<file path="src/rtl/hdmi_tx_csc_422.sv">
// HDMI transmitter output stage: RGB888 to BT.601 limited-range YCbCr 4:2:2
// on a 16-bit bus, or RGB565 bypass, with timing delayed by a fixed 5 cycles.
module hdmi_tx_csc_422 #(
   parameter bit CR_FIRST = 1'b0
) (
   input  logic        clk,
   input  logic        rst,
   input  logic        csc_enable,
   input  logic [23:0] vid_data,
   input  logic        vid_de,
   input  logic        vid_hs,
   input  logic        vid_vs,
   output logic [15:0] hdmi_data,
   output logic        hdmi_de,
   output logic        hdmi_hs,
   output logic        hdmi_vs
);

   typedef struct packed {
      logic de;
      logic hs;
      logic vs;
      logic csc;
      logic ph;
   } ctl_t;

   function automatic logic [7:0] avg8(input logic [7:0] a, input logic [7:0] b);
      return 8'(({1'b0, a} + {1'b0, b} + 9'd1) >> 1);
   endfunction

   logic               phase_r;
   ctl_t               s1_ctl_r, s2_ctl_r, s3_ctl_r, s4_ctl_r;
   logic [23:0]        s1_rgb_r;
   logic signed [17:0] p_yr_r, p_yg_r, p_yb_r;
   logic signed [17:0] p_ur_r, p_ug_r, p_ub_r;
   logic signed [17:0] p_vr_r, p_vg_r, p_vb_r;
   logic [15:0]        s2_565_r, s3_565_r, s4_565_r;
   logic [7:0]         s3_y_r, s3_cb_r, s3_cr_r;
   logic [7:0]         s4_y_r, s4_cb_r, s4_cr_r;
   logic [7:0]         prev_c2_r;
   logic               prev_ok_r;
   logic signed [17:0] r_s, g_s, b_s;
   logic signed [17:0] y_sum_s, cb_sum_s, cr_sum_s;
   logic [7:0]         c1_own_s, c2_own_s, c1_next_s;
   logic [15:0]        out_s;

   // Operand extension and the rounded matrix sums for stage 3
   always_comb begin
      r_s      = $signed({10'd0, s1_rgb_r[23:16]});
      g_s      = $signed({10'd0, s1_rgb_r[15:8]});
      b_s      = $signed({10'd0, s1_rgb_r[7:0]});
      y_sum_s  = p_yr_r + p_yg_r + p_yb_r + 18'sd128;
      cb_sum_s = p_ub_r - p_ur_r - p_ug_r + 18'sd128;
      cr_sum_s = p_vr_r - p_vg_r - p_vb_r + 18'sd128;
   end

   // Stages 1-4: input capture with pair phase, products, offsets, pair hold
   always_ff @(posedge clk) begin
      if (rst) begin
         phase_r  <= 1'b0;
         s1_ctl_r <= ctl_t'(5'd0);
         s2_ctl_r <= ctl_t'(5'd0);
         s3_ctl_r <= ctl_t'(5'd0);
         s4_ctl_r <= ctl_t'(5'd0);
         s1_rgb_r <= 24'd0;
         p_yr_r   <= 18'sd0;  p_yg_r <= 18'sd0;  p_yb_r <= 18'sd0;
         p_ur_r   <= 18'sd0;  p_ug_r <= 18'sd0;  p_ub_r <= 18'sd0;
         p_vr_r   <= 18'sd0;  p_vg_r <= 18'sd0;  p_vb_r <= 18'sd0;
         s2_565_r <= 16'd0;
         s3_565_r <= 16'd0;
         s4_565_r <= 16'd0;
         s3_y_r   <= 8'd0;  s3_cb_r <= 8'd0;  s3_cr_r <= 8'd0;
         s4_y_r   <= 8'd0;  s4_cb_r <= 8'd0;  s4_cr_r <= 8'd0;
      end else begin
         phase_r  <= vid_de ? ~phase_r : 1'b0;
         s1_rgb_r <= vid_data;
         s1_ctl_r <= {vid_de, vid_hs, vid_vs, csc_enable, phase_r & vid_de};

         p_yr_r   <= r_s * 18'sd66;
         p_yg_r   <= g_s * 18'sd129;
         p_yb_r   <= b_s * 18'sd25;
         p_ur_r   <= r_s * 18'sd38;
         p_ug_r   <= g_s * 18'sd74;
         p_ub_r   <= b_s * 18'sd112;
         p_vr_r   <= r_s * 18'sd112;
         p_vg_r   <= g_s * 18'sd94;
         p_vb_r   <= b_s * 18'sd18;
         s2_565_r <= {s1_rgb_r[23:19], s1_rgb_r[15:10], s1_rgb_r[7:3]};
         s2_ctl_r <= s1_ctl_r;

         s3_y_r   <= 8'((y_sum_s >>> 8) + 18'sd16);
         s3_cb_r  <= 8'((cb_sum_s >>> 8) + 18'sd128);
         s3_cr_r  <= 8'((cr_sum_s >>> 8) + 18'sd128);
         s3_565_r <= s2_565_r;
         s3_ctl_r <= s2_ctl_r;

         s4_y_r   <= s3_y_r;
         s4_cb_r  <= s3_cb_r;
         s4_cr_r  <= s3_cr_r;
         s4_565_r <= s3_565_r;
         s4_ctl_r <= s3_ctl_r;
      end
   end

   // Output word select; the even pixel looks ahead to stage 3, the odd one back
   always_comb begin
      out_s     = 16'h0000;
      c1_own_s  = CR_FIRST ? s4_cr_r : s4_cb_r;
      c2_own_s  = CR_FIRST ? s4_cb_r : s4_cr_r;
      c1_next_s = CR_FIRST ? s3_cr_r : s3_cb_r;
      if (!s4_ctl_r.de) begin
         out_s = 16'h0000;
      end else if (!s4_ctl_r.csc) begin
         out_s = s4_565_r;
      end else if (!s4_ctl_r.ph) begin
         if (s3_ctl_r.de && s3_ctl_r.csc) begin
            out_s = {avg8(c1_own_s, c1_next_s), s4_y_r};
         end else begin
            out_s = {c1_own_s, s4_y_r};
         end
      end else begin
         if (prev_ok_r) begin
            out_s = {avg8(prev_c2_r, c2_own_s), s4_y_r};
         end else begin
            out_s = {c2_own_s, s4_y_r};
         end
      end
   end

   // Stage 5: output register plus the previous pixel's second chroma
   always_ff @(posedge clk) begin
      if (rst) begin
         hdmi_data <= 16'h0000;
         hdmi_de   <= 1'b0;
         hdmi_hs   <= 1'b0;
         hdmi_vs   <= 1'b0;
         prev_c2_r <= 8'd0;
         prev_ok_r <= 1'b0;
      end else begin
         hdmi_data <= out_s;
         hdmi_de   <= s4_ctl_r.de;
         hdmi_hs   <= s4_ctl_r.hs;
         hdmi_vs   <= s4_ctl_r.vs;
         prev_c2_r <= c2_own_s;
         prev_ok_r <= s4_ctl_r.de && s4_ctl_r.csc;
      end
   end

endmodule

</file>
<file path="config.mk">
export PLATFORM = sky130hd
export DESIGN_NAME = hdmi_tx_csc_422
export DESIGN_NICKNAME = d
export VERILOG_FILES = /design/src/rtl/hdmi_tx_csc_422.sv
export SDC_FILE = /design/constraint.sdc
export NUM_CORES = 1
export LEC_CHECK = 0
export CAP_MARGIN = 20
export CELL_PAD_IN_SITES_DETAIL_PLACEMENT = 1
export CELL_PAD_IN_SITES_GLOBAL_PLACEMENT = 1
export CORE_MARGIN = 8
export CORE_UTILIZATION = 50
export DETAILED_ROUTE_END_ITERATION = 10
export DONT_BUFFER_PORTS = 1
export PLACE_DENSITY = 0.9
export SLEW_MARGIN = 30
export SYNTH_ARGS = -nofsm -noshare
export SYNTH_HDL_FRONTEND = slang
export SYNTH_SLANG_ARGS = --single-unit
</file>
<file path="constraint.sdc">
create_clock -name clk -period 10.96 [get_ports clk]
set_input_delay 2.192 -clock clk [delete_from_list [all_inputs] [get_ports clk]]
set_output_delay 2.192 -clock clk [all_outputs]
set_load 0.005 [all_outputs]
</file>
# After elaboration in Yosys (flattened, before gate mapping)
# Cells that the tools add are included.
dict set report op_classes {
  addsub 16
  multipliers 9
  bitwise 4
  reduce_logical 4
  magnitude_cmp 0
  eq_ne 0
  shift 0
  div_mod_pow 0
  muxes 4
}
# op count
set ops {}
lappend ops {{$mux 16} 4}
lappend ops {{$add 16x9->16 const B} 3}
lappend ops {{$mul 8x6->14 const B} 3}
lappend ops {{$mul 8x5->13 const B} 2}
lappend ops {{$mul 8x3->11 const B} 2}
lappend ops {{$add 8x8->9} 2}
lappend ops {{$add 9x1->9 const B} 2}
lappend ops {{$add 16x14->16} 1}
lappend ops {{$add 16x16->16} 1}
lappend ops {{$add 8x8->8 const B} 2}
lappend ops {{$mul 8x8->16 const B} 1}
lappend ops {{$sub 15x14->16} 1}
lappend ops {{$sub 15x15->16} 1}
lappend ops {{$sub 16x14->16} 1}
lappend ops {{$sub 16x16->16} 1}
lappend ops {{$mul 8x4->12 const B} 1}
lappend ops {{$add 8x6->8 const B} 1}
lappend ops {{$reduce_or 2->1} 2}
lappend ops {{$not 1->1} 3}
lappend ops {{$logic_and 1x1->1} 2}
lappend ops {{$and 1x1->1} 1}
dict set report totals {
  memories 0
  ramBits 0
  latch_bits 0
  wordCells 90
  out_inout_bits 19
  romBits 0
  reg_bits 300
}

# Logic depth before layout (Yosys ltp)
# Gate-level depths: netlist (run 1).
dict set report logic_depth {
  ltp_word 5
  mapped_depth 15
  ltp_nobuf 15
}

# Worst setup path after synthesis (run 1)
# Ideal clock, no wire load.
dict set report synth_timing {
  path_kind {flip-flop to flip-flop}
  startpoint {register s1_rgb_r[12]}
  endpoint {register p_vg_r[11]}
  arrival_time_ps 3579
  stages_incl_launch_ff 16
  setup_slack_ps 7254
  setup_ps 128
  required_time_ps 10832
  period_less_slack_ps 3706
  path_cell_list {dfxtp_1 -> inv_1 -> fa_1 -> inv_1 -> ha_1 -> inv_1 -> fa_1 -> inv_1 -> ha_1 -> a21o_1 -> a21oi_1 -> o21ai_1 -> a2111oi_0 -> nor2_1 -> xor2_1 -> nor2b_1}
}
dict set report synth_between {
  elab_chain_cells 1
}
# item line
set synth_rtl {}
lappend synth_rtl {{from (decl)} 33} ;# logic [23:0] s1_rgb_r;
lappend synth_rtl {{from (signal assigned)} 76} ;# s1_rgb_r <= vid_data;
lappend synth_rtl {{$mul 8x6->14} 86} ;# p_vg_r <= g_s * 18'sd94;
lappend synth_rtl {{to (signal assigned)} 86}
lappend synth_rtl {{to (decl)} 36} ;# logic signed [17:0] p_vr_r, p_vg_r, p_vb_r;
# Every way passes these cells.
# A chain may end at the register's enable or synchronous reset.

# Final worst setup path (run 1)
# Same ends and word-level chain as after synthesis.

==> results by group, run 1 <==
Critical path
  • Crit-path leading delay family: adder cells
  • CP cell instances: inv_1 -> fa_1 -> inv_1 -> ha_1 -> inv_1 -> fa_1 -> inv_1 -> ha_1 -> a21o_1 -> a21oi_1 -> o21ai_1 -> a2111oi_0 -> nor2_1 -> xor2_1 -> nor2b_1
  • CP bufs+invs: 4
  • Max stage delay on crit path: 710 ps
  • Crit path max-delay cell type: a2111oi_0
  • Worst reg2reg setup slack: 6510 ps
  • Critical path class: reg -> reg
  • Critical Path Source Type: flop
  • Reg-to-reg endpoint: p_vg_r[11]
  • Worst Path Max Fanout: 7
  • Worst EP required: 11,390 ps
  • Worst Path Arrival: 4880 ps
  • Cells on worst reg2reg path: 15
  • Crit path from: s1_rgb_r[12]
  • Worst R2R Start: s1_rgb_r[12]
  • Worst setup EP type: flop
  • Most frequent cell on the critical path: inv_1

Timing
  • Setup violators final: 0
  • Final hold vios: 0
  • Sum of negative setup slack: 0 ps
  • Unrepaired setup endpoints after global routing: false
  • Tightest Pin Transition: 908.2 ps
  • Final slew viol count: 0
  • Slew HR: 0.3937
  • Final min period: 4451 ps
  • Fin crit share: 0.4061
  • Fin Clk Skew: 28.47 ps
  • Max Freq: 224.7 MHz

GRT
  • Antenna violations before repair: 0
  • Congestion Overflow GR: 0
  • GRT Overall Usage: 0.2329
  • First-pass GRT wire length: 66,040 um
  • Number of global-route vias before repair: 12,090
  • Pin count of the biggest net entering global routing: 256

Routing
  • Vias after detailed routing: 10,410
  • Post-DRT Antenna Nets: 0
  • Initial DRC Count: 467
  • Drt wl/cell: 21.39 um
  • DRT Pass-1 Iters: 4
  • DRC viols: 0
  • Vias/cell: 5.412
  • Detailed-route wire length: 41,160 um

Min path
  • Origin of the worst min-delay path: phase_r
  • Worst hold path type: reg -> reg
  • WHS Endpoint: phase_r
  • Hold depth: 1

Final layout
  • Post-layout util: 0.5531
  • Number of diodes: 0
  • Area of the multi-input gates: 8626 um^2
  • Commonest cells after routing, fill and taps aside: dfxtp_1 (269), ha_1 (239), inv_1 (226)
  • Layout cells sized above 1: 0.04302
  • Area Growth Syn to Fin: 9.064%
  • Final Net Count: 1,859
  • Register Area: 5385 um^2
  • Commonest non-fill, non-tap cell in the layout: dfxtp_1
  • Filler Cell Count: 3,245

Synthesis
  • Yosys cell types: 52
  • Netlist Area Pre-Place: 14,990 um^2
  • Avg Cell Area, Syn: 9.895 um^2
  • Synth Instances: 1,515
  • Post-synth top area share: 0.3592
  • Register bit total from synthesis: 269
  • Synth Flop Type: dfxtp_1
  • Syn Nets: 1,863
  • Seq/Total Area, Yosys: 0.3592
  • Synth top area cells: dfxtp_1 (36%), ha_1 (20%), fa_1 (11%)
  • Yosys warns: 0
  • Largest area contributor in the synthesized netlist: dfxtp_1
  • Asr flop ratio synth: 0
  • Number of flops mapped to enable cells by yosys: 0

Power and ir drop
  • Leak pwr: 7.828 nW
  • Peak supply drop: 0.1349 mV
  • Power per Cell Area: 198.4 nW/um^2

Die
  • Die Width: 189.2 um
  • Core ar.: 29,560 um^2
  • Standard-cell row count: 63
  • Total die area: 35,780 um^2
  • DIE HEIGHT: 189.2 um
  • # IOs: 49
  • Initial core utilization: 0.5071

Run
  • Maxcap violations: 0

Clock network
  • CTS HTree Levels: 1
  • Hold buffer count at cts: 0
  • Sink Count: 269
  • CTS tree: done
  • Clk root buf: clkbuf_16
  • Inserted Clock Buffers: 29
  • Postcts setup bufs: 0
  • Clock Path Buffers: 3
  • Worst-Skew Late Latency: 560 ps
  • Post-CTS Resized: 0
  • CTS clock-pin slew for the worst setup and hold paths: 60 ps

Run status
  • Outcome: completed

Placed design
  • I/O Buffers: 0
  • Post-DP HPWL: 29,160 um
  • GPL Wtd Cong: 0.8729
synth_stat cells (2+ instances only):
cell / n
o21a_1: 10
a21o_1: 29
o21bai_1: 7
o21ai_1: 3
nand2b_1: 5
o21ai_0: 45
inv_1: 226
xor2_1: 20
nand4_1: 2
a211oi_1: 3
buf_1: 8
o211ai_1: 7
fa_1: 79
ha_1: 239
a21oi_1: 59
nor2_1: 126
a31oi_1: 6
o31ai_1: 4
or2_2: 3
nand3_1: 5
nor2b_1: 159
nand2_1: 34
nor4_1: 2
o211a_1: 3
nor3_1: 23
and3_1: 6
o2111ai_1: 4
dfxtp_1: 269
and3b_1: 2
or3_1: 5
nand3b_1: 4
clkbuf_1: 27
mux2_2: 7
mux2i_1: 14
a21boi_0: 4
xnor2_1: 50
power breakdown:
part / total (mW) / switching [mW] / internal (mW)
Sequential: 1.16 / 0.0712 / 1.09
Clock: 1.01 / 0.408 / 0.601
Combinational: 1.07 / 0.607 / 0.467
per-layer routing:
| layer | GRT usage | vias up | wire (um) |
|---|---|---|---|
| li1 | - | 4888 | - |
| met1 | 0.2613 | 5139 | 16410 |
| met2 | 0.4177 | 256 | 20640 |
| met3 | 0.04654 | 130 | 2038 |
| met4 | 0.1103 | 0 | 2071 |
| met5 | 0 | - | 0 |
final cells by class:
type,instances,area share
multi-input combinational,985,0.5276
sequential,269,0.3294
inverter,226,0.05189
clock buffer,39,0.05036
tap,390,0.02985
clock inverter,15,0.01094
per-stage QoR:
| stage | total power, mW | hold slack [ps] | setup WS [ps] | cells | instance area (um^2) |
|---|---|---|---|---|---|
| 6_report | 3.243 | 404.7 | 6509 | 1924 | 16350 |
| 3_3_place_gp | 2.083 | 392.2 | 6975 | 1870 | 15350 |
| 4_1_cts | 3.259 | 413.0 | 6567 | 1924 | 16350 |
| 3_5_place_dp | 2.182 | 403.6 | 6669 | 1870 | 15350 |
| 5_1_grt | 3.436 | 435.9 | 6381 | 1924 | 16350 |
| 2_1_floorplan | 1.911 | 383.3 | 7254 | 1515 | 14990 |
registers in the layout (all words and copies together), names as in the netlist, 9 cells and up:
name / cells
p_ur_r: 12
p_ub_r: 10
p_yb_r: 13
p_yg_r: 16
hdmi_data: 16
p_vg_r: 13
s2_565_r: 9
p_ug_r: 12
p_yr_r: 14
s4_565_r: 16
s3_565_r: 16
p_vr_r: 9
s1_rgb_r: 24
kinds of logic after synthesis:
kind of cell	after synthesis	synth area share
mux	21	0.01461
compound gates	195	0.08338
xor+xnor	70	0.04090
flops	269	0.3592
fa+ha+maj	318	0.3050
buf+inv	261	0.06535
simple gates	381	0.1315
worst max-delay path by stage:
stage | endpoint | depth (start not counted)
final | p_vg_r[11] | 15
after CTS | p_vg_r[11] | 15
after global placement | p_vg_r[11] | 15
after global routing | p_vg_r[14] | 15
after detailed placement | p_vg_r[11] | 15
after floorplan | p_vg_r[11] | 15
Power figures use the tool's default switching activity.
==> run 2: changes to the inputs <==
==> constraint.sdc (replaced) <==
create_clock -name clk -period 4.5 [get_ports clk]
set_input_delay 0.9 -clock clk [delete_from_list [all_inputs] [get_ports clk]]
set_output_delay 0.9 -clock clk [all_outputs]
set_load 0.005 [all_outputs]
==> run 2 against run 1 <==
  * Register-to-register slack lost 6300 ps
  * Sequential share of layout area barely moved
  * Critical path type unchanged
  * First-iteration DRC count rose by 0.43%
  * Maximum frequency up 3.7%
==> results by group, run 2 (synthesized netlist as in run 1, its figures left out) <==
Run status
  • Outcome: completed

Timing
  • Max Freq: 233.0 MHz (+3.7%)
  • Sum of negative setup slack: 0 ps (unchanged)
  • Tightest Pin Transition: 906.8 ps (-1.408 ps)
  • Slew HR: 0.3947 (+0.0009400)
  • Fin Clk Skew: 23.88 ps (-4.590 ps)
  • Fin crit share: 0.9539 (+0.5477)
  • Final hold vios: 0 (unchanged)
  • Setup WS post-layout: 207.7 ps (-6301 ps)
  • Final min period: 4292 ps (-159.0 ps)
  • Hold WS: 417.4 ps (+12.65 ps)
  • Unrepaired setup endpoints after global routing: false
  • Final slew viol count: 0 (unchanged)
  • Setup violators final: 0 (unchanged)

Run
  • Maxcap violations: 0 (unchanged)

Final layout
  • Area Growth Syn to Fin: 9.131% (about the same)
  • Layout cells sized above 1: 0.04625 (+0.003229)
  • Max reg flops: 24 (unchanged)
  • Design area: 16,360 um^2 (about the same)
  • Commonest non-fill, non-tap cell in the layout: dfxtp_1
  • Reg with most FFs: s1_rgb_r
  • Final cell count without fillers: 1,925 (+0.052%)
  • Final Net Count: 1,860 (+0.054%)
  • Number of diodes: 0 (unchanged)
  • Commonest cells after routing, fill and taps aside: dfxtp_1 (269), ha_1 (239), inv_1 (226)
  • Post-layout util: 0.5534 (about the same)

Clock network
  • Hold buffer count at cts: 0 (unchanged)
  • CTS clock-pin slew for the worst setup and hold paths: 60 ps (about the same)
  • Clock Path Buffers: 3 (unchanged)
  • Inserted Clock Buffers: 29 (unchanged)
  • CTS HTree Levels: 1 (unchanged)
  • Worst-Skew Late Latency: 560 ps (about the same)
  • CTS tree: done
  • Sink Count: 269 (unchanged)
  • Clk root buf: clkbuf_16

Die
  • DIE HEIGHT: 189.2 um (unchanged)
  • Standard-cell row count: 63 (unchanged)
  • Core ar.: 29,560 um^2 (unchanged)
  • Initial core utilization: 0.5071 (unchanged)
  • Total die area: 35,780 um^2 (unchanged)
  • # IOs: 49 (unchanged)
  • Die Width: 189.2 um (unchanged)

Routing
  • DRC viols: 0 (unchanged)
  • Vias/cell: 5.418 (+0.10%)
  • Post-DRT Antenna Nets: 0 (unchanged)
  • DRT Pass-1 Iters: 5 (+1)
  • Vias after detailed routing: 10,430 (+0.15%)
  • Drt wl/cell: 20.74 um (-3.1%)
  • Initial DRC Count: 469 (+0.43%)
  • Detailed-route wire length: 39,920 um (-3.0%)

GRT
  • Congestion Overflow GR: 0 (unchanged)
  • GRT Overall Usage: 0.2234 (-0.009484)
  • First-pass GRT wire length: 63,630 um (-3.6%)
  • Pin count of the biggest net entering global routing: 256 (unchanged)
  • Number of global-route vias before repair: 11,810 (-2.3%)
  • Antenna violations before repair: 1 (+1)

Critical path
  • Worst Path Max Fanout: 6 (-1)
  • Worst Path Arrival: 4720 ps (-160 ps)
  • Worst reg2reg setup slack: 210 ps (-6300 ps)
  • Cells on worst reg2reg path: 15 (unchanged)
  • Critical Path Source Type: flop
  • Worst EP required: 4930 ps (-6460 ps)
  • Worst R2R Start: s1_rgb_r[10]
  • Reg-to-reg endpoint: p_vg_r[13]
  • Critical path class: reg -> reg
  • Worst setup EP type: flop

Placed design
  • GPL Wtd Cong: 0.9092 (+4.2%)
  • Cell Count Post-Placement: 1,871 (+0.053%)
  • Setup WS pre-CTS: 178.6 ps (-6490 ps)
  • Post-DP HPWL: 29,860 um (+2.4%)
  • I/O Buffers: 0 (unchanged)
  • Dpl cell area: 15,350 um^2 (about the same)

Power and ir drop
  • Peak supply drop: 0.3282 mV (+140%)
  • Total power: 7.897 mW (+140%)
  • Leak pwr: 7.832 nW (about the same)
  • Power per Cell Area: 482.7 nW/um^2 (+140%)

Min path
  • Hold depth: 1 (unchanged)
  • Origin of the worst min-delay path: phase_r
  • Worst hold path type: reg -> reg
  • WHS Endpoint: phase_r
==> run 2: worst max-delay path by stage <==
stage	start	slack [ps]	end
floorplan	s1_rgb_r[12]	790	p_vg_r[11]
global placement	s1_rgb_r[12]	510	p_vg_r[11]
detailed placement	s1_rgb_r[10]	180	p_vg_r[13]
CTS	s1_rgb_r[10]	60	p_vg_r[13]
global route	s1_rgb_r[11]	30	p_vg_r[14]
finish	s1_rgb_r[10]	210	p_vg_r[13]
==> run 2: power by group <==
group | switching, mW | internal [mW]
combinational | 1.47 | 1.14
sequential | 0.169 | 2.65
clock | 1.02 | 1.46
total | 2.65 | 5.24
==> run 2: metal layers <==
layer	global-route usage	share of wire	wire length, um
met1	0.2610	0.42	16640
met2	0.3936	0.49	19570
met3	0.03753	0.045	1810
met4	0.1058	0.047	1895
met5	0	0	0
==> run 2: area by class of cell <==
| type | count | area (um^2) |
|---|---|---|
| inverter | 226 | 848.3 |
| clock inverter | 18 | 186.4 |
| timing repair buffer | 1 | 7.507 |
| tap | 390 | 488.0 |
| sequential | 269 | 5385 |
| multi-input combinational | 985 | 8632 |
| fill | 3283 | 13200 |
| clock buffer | 36 | 812.0 |
==> run 2: repair_timing <==
item,4_1_cts,5_1_grt
gates resized for setup,0,4
endpoints found under the setup margin,0,3
setup buffers,0,0
==> run 2: critical path: stages (launching register included) <==
cell and delay (ps):
dfxtp_1 480, inv_1 170, fa_1 600, inv_1 70, ha_1 290, inv_1 70, fa_1 610, inv_1 90
ha_1 310, a21o_1 170, a21oi_1 280, o21ai_1 160, a2111oi_2 440, o31ai_1 170, xnor2_1 180, nor2_1 60
==> run 3: changes to the inputs <==
--- a/config.mk
+++ b/config.mk
@@ -8,7 +8,7 @@
 export CAP_MARGIN = 20
 export CELL_PAD_IN_SITES_DETAIL_PLACEMENT = 1
 export CELL_PAD_IN_SITES_GLOBAL_PLACEMENT = 1
-export CORE_MARGIN = 8
+export CORE_MARGIN = 2
 export CORE_UTILIZATION = 50
 export DETAILED_ROUTE_END_ITERATION = 10
 export DONT_BUFFER_PORTS = 1
==> run 3 against run 2 <==
  * Cell count fell by 0.10%
  * Clock skew barely moved
  * Final area fell by 0.14%
  * Global-route usage rose by 3.8 points
  * Sequential power barely moved
  * Critical path depth did not move
  * Power fell by 0.90%
  * Utilization fell by 0.080 points
  * Largest cell class unchanged
  * Largest power group unchanged
==> results by group, run 3 (synthesized netlist as in run 1, its figures left out) <==
Timing
  • Setup violators final: 0 (unchanged)
  • Sum of negative setup slack: 0 ps (unchanged)
  • Fin Clk Skew: 23.52 ps (-0.3638 ps)
  • Unrepaired setup endpoints after global routing: false
  • Fin crit share: 0.9502 (-0.003688)
  • Final hold vios: 0 (unchanged)
  • Final slew viol count: 0 (unchanged)
  • Final min period: 4276 ps (-16.59 ps)
  • Tightest Pin Transition: 897.9 ps (-8.875 ps)
  • Slew HR: 0.4006 (+0.005925)
  • Max Freq: 233.9 MHz (+0.39%)
  • Setup WS post-layout: 224.3 ps (+16.59 ps)

Routing
  • Detailed-route wire length: 39,790 um (-0.30%)
  • Initial DRC Count: 599 (+28%)
  • Vias after detailed routing: 10,390 (-0.40%)
  • DRC viols: 0 (unchanged)
  • Drt wl/cell: 20.69 um (-0.20%)
  • Vias/cell: 5.401 (-0.30%)
  • DRT Pass-1 Iters: 4 (-1)
  • Post-DRT Antenna Nets: 0 (unchanged)

Critical path
  • Critical path class: reg -> reg
  • Max stage delay on crit path: 530 ps (-80 ps)
  • Most frequent cell on the critical path: inv_1
  • Critical Path Source Type: flop
  • Worst setup EP type: flop
  • CP bufs+invs: 4 (unchanged)
  • Worst reg2reg setup slack: 220 ps (+20 ps)
  • Cells on worst reg2reg path: 15 (unchanged)
  • Crit-path leading delay family: adder cells
  • Reg-to-reg endpoint: p_vg_r[14]
  • Worst Path Arrival: 4720 ps (about the same)
  • Worst Path Max Fanout: 7 (+1)
  • Worst EP required: 4950 ps (+20 ps)
  • Worst R2R Start: s1_rgb_r[12]
  • Crit path from: s1_rgb_r[12]
  • CP cell instances: inv_1 -> fa_1 -> inv_1 -> ha_1 -> inv_1 -> fa_1 -> inv_1 -> ha_1 -> nor2b_1 -> o21ai_0 -> a21boi_0 -> o21ai_0 -> a21oi_1 -> a31oi_1 -> mux2_2
  • Crit path max-delay cell type: fa_1

Run
  • Maxcap violations: 0 (unchanged)

Clock network
  • CTS HTree Levels: 1 (unchanged)
  • CTS tree: done
  • CTS clock-pin slew for the worst setup and hold paths: 70 ps (about the same)
  • Hold buffer count at cts: 0 (unchanged)
  • Clock Path Buffers: 3 (unchanged)
  • Worst-Skew Late Latency: 570 ps (about the same)
  • Clk root buf: clkbuf_16
  • Inserted Clock Buffers: 28 (-3.4%)
  • Sink Count: 269 (unchanged)

Final layout
  • Reg with most FFs: s1_rgb_r
  • Filler Cell Count: 3,222 (-1.9%)
  • Final Net Count: 1,860 (unchanged)
  • Area Growth Syn to Fin: 8.973%
  • Commonest cells after routing, fill and taps aside: dfxtp_1 (269), ha_1 (239), inv_1 (226)
  • Post-layout util: 0.5526 (-0.0008040)
  • Commonest non-fill, non-tap cell in the layout: dfxtp_1
  • Area of the multi-input gates: 8627 um^2 (about the same)
  • Register Area: 5385 um^2 (unchanged)
  • Max reg flops: 24 (unchanged)
  • Layout cells sized above 1: 0.04305 (-0.003201)
  • Number of diodes: 0 (unchanged)

Placed design
  • GPL Wtd Cong: 0.8589 (-5.5%)
  • Post-DP HPWL: 29,010 um (-2.9%)
  • I/O Buffers: 0 (unchanged)
  • Setup WS pre-CTS: 254.8 ps (+76.18 ps)

Power and ir drop
  • Peak supply drop: 0.3355 mV (+2.2%)
  • Power per Cell Area: 479.1 nW/um^2 (-0.76%)
  • Leak pwr: 7.815 nW (-0.21%)

GRT
  • Antenna violations before repair: 0 (-1)
  • Pin count of the biggest net entering global routing: 256 (unchanged)
  • GRT Overall Usage: 0.2610 (+0.03766)
  • Congestion Overflow GR: 0 (unchanged)
  • Number of global-route vias before repair: 11,690 (-1.1%)
  • First-pass GRT wire length: 63,230 um (-0.63%)

Die
  • DIE HEIGHT: 177.2 um (-6.3%)
  • Initial core utilization: 0.5071 (unchanged)
  • Standard-cell row count: 63 (unchanged)
  • # IOs: 49 (unchanged)
  • Total die area: 31,380 um^2 (-12%)
  • Core ar.: 29,560 um^2 (unchanged)
  • Die Width: 177.2 um (-6.3%)

Min path
  • Origin of the worst min-delay path: phase_r
  • WHS Endpoint: phase_r
  • Worst hold path type: reg -> reg
  • Hold depth: 1 (unchanged)

Run status
  • Outcome: completed
==> run 3: cell types whose count changed in the layout (fill, tap and decap cells not counted), moves of 2 or more <==
| cell | change |
|---|---|
| clkinv_2 | -3 |
| clkbuf_1 | +2 |
| clkinv_4 | +3 |
| clkbuf_8 | -3 |
| inv_6 | -2 |
==> run 3: metrics by stage <==
step | cell area (um^2) | power (mW) | hold WS, ps | instances
2_1_floorplan | 14990 | 4.654 | 383.3 | 1515
3_3_place_gp | 15360 | 5.077 | 392.4 | 1872
3_5_place_dp | 15360 | 5.297 | 401.8 | 1872
4_1_cts | 16330 | 7.855 | 394.0 | 1923
5_1_grt | 16340 | 8.283 | 407.9 | 1923
6_report | 16340 | 7.826 | 415.4 | 1923
==> run 3: worst reg2reg max path, delay by kind of cell (launching register included) <==
kind	cells	cell delay [ps]
adder cells (fa/ha/maj)	4	1650
buffers and inverters	4	330
multiplexers	1	370
AND/OR/NAND/NOR	1	160
flip-flops	1	470
AO/OA/AOI/OAI	5	1180
==> run 3: cell type report <==
cell class | instances | share of cell area
repair buffers | 2 | 0.0009191
well taps | 390 | 0.02987
clock buffers | 34 | 0.04611
inverters | 226 | 0.05193
flip-flops and latches | 269 | 0.3297
multi-input cells | 985 | 0.5281
clock inverters | 17 | 0.01340
==> run 3: how the worst max path moves through the flow <==
stage / slack, ps / cells after the start / end
2_1_floorplan: 790 / 15 / p_vg_r[11]
3_3_place_gp: 480 / 15 / p_vg_r[11]
3_5_place_dp: 250 / 15 / p_vg_r[11]
4_1_cts: 190 / 15 / p_vg_r[13]
5_1_grt: 30 / 15 / p_vg_r[13]
6_report: 220 / 15 / p_vg_r[14]
==> run 3: metal layers <==
metal / GRT usage / vias to the layer above / wire [um]
li1: - / 4894 / -
met1: 0.3049 / 5148 / 16380
met2: 0.4728 / 235 / 20220
met3: 0.02985 / 110 / 1268
met4: 0.1271 / 0 / 1920
met5: 0 / - / 0
==> run 3: power breakdown <==
group	leakage, nW	total (mW)	switching (mW)	internal, mW
Sequential	2.21	2.81	0.163	2.65
Combinational	5.13	2.56	1.43	1.13
Clock	0.470	2.46	1.02	1.43
==> run 3: timing repair <==
| action | CTS | global route |
|---|---|---|
| setup endpoints to repair | 0 | 2 |
| buffers inserted | 0 | 0 |
| gates resized for setup | 0 | 1 |
